### config.mk
export PLATFORM = sky130hd
export DESIGN_NAME = cla_seq_adder_ctrl
export DESIGN_NICKNAME = d
export VERILOG_FILES = /design/src/rtl/cla_seq_adder_ctrl.sv
export SDC_FILE = /design/constraint.sdc
export NUM_CORES = 1
export LEC_CHECK = 0
export BUFFER_PORTS_ARGS = -buffer_cell sky130_fd_sc_hd__buf_2
export CELL_PAD_IN_SITES_DETAIL_PLACEMENT = 1
export CELL_PAD_IN_SITES_GLOBAL_PLACEMENT = 2
export CORE_MARGIN = 2
export CORE_UTILIZATION = 30
export DETAILED_ROUTE_END_ITERATION = 7
export PLACE_DENSITY = 0.75
export SLEW_MARGIN = 20
export SYNTH_ARGS = -nofsm -noshare
export SYNTH_HDL_FRONTEND = slang
export SYNTH_HIERARCHICAL = 1
export SYNTH_SLANG_ARGS = --single-unit
export TNS_END_PERCENT = 100
### constraint.sdc
create_clock -name clk -period 2.6 [get_ports clk]
set_input_delay 0.26 -clock clk [delete_from_list [all_inputs] [get_ports clk]]
set_output_delay 0.26 -clock clk [all_outputs]
set_load 0.005 [all_outputs]
### src/rtl/cla_seq_adder_ctrl.sv
// Sequential add/subtract controller: one 4-bit carry-lookahead slice is stepped
// across the operand nibbles, with the inter-nibble carry kept in a register.

module carry_lookahead_adder_4bit (
    input  logic [3:0] a_i,
    input  logic [3:0] b_i,
    input  logic       cin_i,
    output logic [3:0] sum_o,
    output logic       cout_o
);
    logic [3:0] p;
    logic [3:0] g;
    logic [4:0] c;

    assign p    = a_i ^ b_i;
    assign g    = a_i & b_i;
    assign c[0] = cin_i;
    assign c[1] = g[0] | (p[0] & c[0]);
    assign c[2] = g[1] | (p[1] & g[0]) | (p[1] & p[0] & c[0]);
    assign c[3] = g[2] | (p[2] & g[1]) | (p[2] & p[1] & g[0]) | (p[2] & p[1] & p[0] & c[0]);
    assign c[4] = g[3] | (p[3] & g[2]) | (p[3] & p[2] & g[1]) | (p[3] & p[2] & p[1] & g[0])
                | (p[3] & p[2] & p[1] & p[0] & c[0]);

    assign sum_o  = p ^ c[3:0];
    assign cout_o = c[4];
endmodule

module cla_seq_adder_ctrl #(
    parameter int WIDTH = 16
) (
    input  logic             clk,
    input  logic             rst,
    input  logic             in_valid,
    output logic             in_ready,
    input  logic [WIDTH-1:0] a,
    input  logic [WIDTH-1:0] b,
    input  logic             cin,
    input  logic             sub,
    output logic             out_valid,
    input  logic             out_ready,
    output logic [WIDTH-1:0] sum,
    output logic             cout,
    output logic             ovf,
    output logic             busy
);
    localparam int NIB   = WIDTH / 4;
    localparam int IDX_W = (NIB > 1) ? $clog2(NIB) : 1;

    typedef enum logic [1:0] {IDLE, RUN, DONE} state_t;

    state_t             state_q;
    logic [WIDTH-1:0]   opa_q;
    logic [WIDTH-1:0]   opb_q;
    logic [WIDTH-1:0]   sum_q;
    logic [WIDTH-1:0]   sum_d;
    logic [IDX_W-1:0]   idx_q;
    logic [IDX_W-1:0]   idx_d;
    logic               carry_q;
    logic               cout_q;
    logic               ovf_q;
    logic               in_ready_q;
    logic               out_valid_q;
    logic               busy_q;
    logic               last;
    logic [3:0]         sl_a;
    logic [3:0]         sl_b;
    logic [3:0]         sl_sum;
    logic               sl_cout;

    assign sl_a  = opa_q[4*idx_q +: 4];
    assign sl_b  = opb_q[4*idx_q +: 4];
    assign last  = (idx_q == IDX_W'(NIB - 1));
    assign idx_d = idx_q + 1'b1;

    carry_lookahead_adder_4bit u_slice (
        .a_i    (sl_a),
        .b_i    (sl_b),
        .cin_i  (carry_q),
        .sum_o  (sl_sum),
        .cout_o (sl_cout)
    );

    always_comb begin
        sum_d = sum_q;
        sum_d[4*idx_q +: 4] = sl_sum;
    end

    always_ff @(posedge clk) begin
        if (rst) begin
            state_q     <= IDLE;
            in_ready_q  <= 1'b1;
            out_valid_q <= 1'b0;
            busy_q      <= 1'b0;
            opa_q       <= '0;
            opb_q       <= '0;
            sum_q       <= '0;
            idx_q       <= '0;
            carry_q     <= 1'b0;
            cout_q      <= 1'b0;
            ovf_q       <= 1'b0;
        end else begin
            case (state_q)
                IDLE: begin
                    if (in_valid) begin
                        // Subtraction is a + ~b + 1, so the slice only ever adds.
                        opa_q      <= a;
                        opb_q      <= sub ? ~b : b;
                        carry_q    <= sub ? 1'b1 : cin;
                        idx_q      <= '0;
                        sum_q      <= '0;
                        state_q    <= RUN;
                        in_ready_q <= 1'b0;
                        busy_q     <= 1'b1;
                    end
                end
                RUN: begin
                    sum_q   <= sum_d;
                    carry_q <= sl_cout;
                    idx_q   <= idx_d;
                    if (last) begin
                        cout_q      <= sl_cout;
                        ovf_q       <= (opa_q[WIDTH-1] == opb_q[WIDTH-1]) &&
                                       (sl_sum[3] != opa_q[WIDTH-1]);
                        state_q     <= DONE;
                        out_valid_q <= 1'b1;
                    end
                end
                DONE: begin
                    if (out_ready) begin
                        state_q     <= IDLE;
                        out_valid_q <= 1'b0;
                        in_ready_q  <= 1'b1;
                        busy_q      <= 1'b0;
                    end
                end
                default: state_q <= IDLE;
            endcase
        end
    end

    assign in_ready  = in_ready_q;
    assign out_valid = out_valid_q;
    assign busy      = busy_q;
    assign sum       = sum_q;
    assign cout      = cout_q;
    assign ovf       = ovf_q;
endmodule

==> impl_metrics.csv <==
group,metric,value,unit
worst_setup_path,max_stage_delay,510,ps
worst_setup_path,crit_arrival,2660,ps
pwr,seqPwrFrac,42.4,%
pwr,p_int,1.73,mW
floorplan,die-area,9830,um^2
worst_setup_path,slowest_stage,"mux4_2",
sta,drv_slew,0,
sta,finalHoldViolations,0,
floorplan,coreArea,8760,um^2
pwr,switching_share,24.9,%
worst_setup_path,required,2820,ps
synth,synth_fp_nets,325,
floorplan,die_x,99.2,um
outcome,outcome,"complete, no violations",
cts,cts_repair_resize_count,0,
hold_path,hp-start,"a[10]",
cts,cts_tree,"done",
floorplan,start_util,31.0,%
synth,synthCells,277,
pwr,finalPower,2.30,mW
synth,synth_top_area_share,42.7,%
route,vias_per_cell,4.85,
cts,clock-sinks,58,
worst_setup_path,end_kind,"flip-flop",
synth,yosys_warnings,6,
cts,cts_setup_buffers,0,
layout,fin_util,38.1,%
place,dpl-instance-area,3100,um^2
worst_setup_path,critPathKind,"flip-flop to flip-flop",
synth,synth_commonest_cells,"58 x dfxtp_1, 32 x nand2_1, 28 x a21oi_1",
route,drt_iter0_drc,75,
sta,clock_skew,4.76,ps
route,wirelength,6.55,mm
sta,setup_violations,0,
synth,synth_edf_count,0,
sta,rsz0062_at_grt,"false",
place,hpwl,4.76,mm
synth,synthTopCellsByArea,"dfxtp_1 43%, mux4_2 6.6%, xnor2_1 5.8%, a21oi_1 5.2%, a22o_1 4.8%",
synth,synth_seq_area_share,42.7,%
synth,ys_async_sr_fraction,0,%
layout,drive_above_1_share,28.6,%
layout,final_cell_area,3340,um^2
worst_setup_path,crit_path_cell_trace,"buf_12 -> mux4_2 -> ha_1 -> a21o_1 -> a31o_1 -> xor2_1 -> buf_4 -> a22o_1",
route,dr_total_vias,2168,
layout,num_antenna_cells,0,
floorplan,ios,59,
synth,yosysMostFrequentCell,"dfxtp_1",
cts,cts_buffer_depth,2,
pwr,p_leak,1.40,nW
pwr,combPwrFrac,14.5,%
cts,holdBufCountCts,0,
global_route,grt_pass1_wl,11.1,mm
global_route,antenna_found_initial,0,
worst_setup_path,start_kind,"flip-flop",
sta,hold-worst-slack,161,ps
cts,clk_latency,330,ps
pwr,switchingPower,573,uW
hold_path,holdPathStages,3,
layout,final_nets,382,
global_route,grt_util_all_layers,14.2,%
synth,synth_seq_cells,58,
cts,cts-buffers-inserted,9,
route,ant_nets,0,
synth,synth_area,2720,um^2
floorplan,die_h,99.2,um
pwr,peakVddDrop,0.242,mV
synth,synth_cell_type_count,41,
worst_setup_path,r2r-start,"idx_q[0]",
place,io_buffers,58,
global_route,grt_max_degree,50,
worst_setup_path,reg2reg_depth,8,
synth,yosysTopAreaCell,"dfxtp_1",
sta,setup-tns-final,0,ps
global_route,gr-total-overflow,0,
worst_setup_path,cp_max_fo,15,
synth,ys.flop_type,"dfxtp_1",
layout,area_growth,22.8,%
global_route,grt_pass1_vias,2289,
route,first_pass_iters,4,
sta,slew_headroom,56.2,%
place,place_congestion,0.771,
pwr,powerDensity,689,nW/um^2
worst_setup_path,reg2reg_to,"sum[7]",
route,drcViolationCount,0,
sta,timing.fmax,0.410,GHz
sta,worst_pin_slew,656,ps
worst_setup_path,reg2reg_setup_slack,160,ps
floorplan,fp-row-count,34,
hold_path,hp-class,"input port to flip-flop",
sta,fin_crit,2440,ps
job,maxCapViolCount,0,
sta,finalCritPeriodShare,93.7,%
pwr,clockPowerShare,43.1,%
cts,clk_pin_slew_worst_paths,70,ps
cts,clock-root-buffer,"clkbuf_8",
hold_path,hold-path-endpoint,"opa_q[10]",
cts,htreeDepth,3,
route,wl_per_cell,14.6,um
synth,syn_area_per_cell,9.81,um^2
==> placed cells by master, fill, tap and decap left out, drive strengths merged, types with 9 or more instances in the layout <==
cell type  netlist  layout
a211oi          17      17
xnor2           18      18
ha               9       9
nand2           32      32
a22o            15      15
a21oi           29      29
nor2            21      21
inv             12      12
clkbuf           4      10
buf             15      65
dfxtp           58      58
==> area by class of cell <==
cell class	instances	area, um^2
Fill cell	1012	5430
Multi-Input combinational cell	188	1410
Sequential cell	58	1160
Timing Repair Buffer	65	355
Tap cell	108	135
Clock buffer	10	128
Clock inverter	6	105
Inverter	12	45.0
==> worst max-delay path by stage <==
| stage | start | to | cells after the start |
|---|---|---|---|
| floorplan | idx_q[0] | ovf | 8 |
| global placement | idx_q[0] | sum[11] | 8 |
| detailed placement | idx_q[0] | sum[7] | 8 |
| CTS | idx_q[0] | sum[15] | 8 |
| global route | idx_q[0] | ovf | 8 |
| finish | idx_q[0] | sum[7] | 8 |
==> power groups by stage <==
stage | Combinational, mW | Sequential, mW | Clock [mW]
floorplan | 0.235 | 0.978 | 0
global placement | 0.333 | 0.996 | 0
detailed placement | 0.340 | 0.996 | 0
CTS | 0.341 | 0.976 | 1.01
global route | 0.376 | 0.982 | 1.05
finish | 0.333 | 0.975 | 0.992
==> stage by stage <==
stage                     cells  worst slack, ps
final                       447              163
after global placement      431              210
after global routing        447             30.5
after CTS                   447              155
after detailed placement    431              179
after floorplan             277             79.7
==> worst max-delay path: cells and delay by family, from the launching register on <==
kind,cells,cell delay (ps)
flip-flops,1,350
XOR/XNOR,1,170
multiplexers,1,510
AO/OA/AOI/OAI,3,610
adder cells (fa/ha/maj),1,350
buffers and inverters,2,330
==> logic make-up after synthesis <==
group	Yosys count	share of synthesized area, %
mux	13	8.66
fa+ha+maj	10	4.88
buf+inv	31	5.67
xor+xnor	19	6.13
flops	58	42.7
compound gates	77	19.2
simple gates	69	12.8
==> sequential cells by signal, summed over array words and instances, names as in the netlist <==
| signal | count |
|---|---|
| in_ready | 1 |
| carry_q | 1 |
| sum | 16 |
| opb_q | 16 |
| idx_q | 2 |
| out_valid | 1 |
| opa_q | 16 |
| busy | 1 |
| cout | 1 |
| ovf | 1 |
| state_q | 2 |
==> per-layer routing <==
| metal | track usage (%) | up-vias | part of all wire [%] |
|---|---|---|---|
| met4 | 5.37 | 0 | 1.3 |
| met2 | 24.4 | 44 | 48 |
| met5 | 0 | - | 0 |
| li1 | - | 1091 | - |
| met3 | 4.08 | 5 | 4.1 |
| met1 | 16.9 | 1028 | 46 |
(Power assumes the default switching activity.)
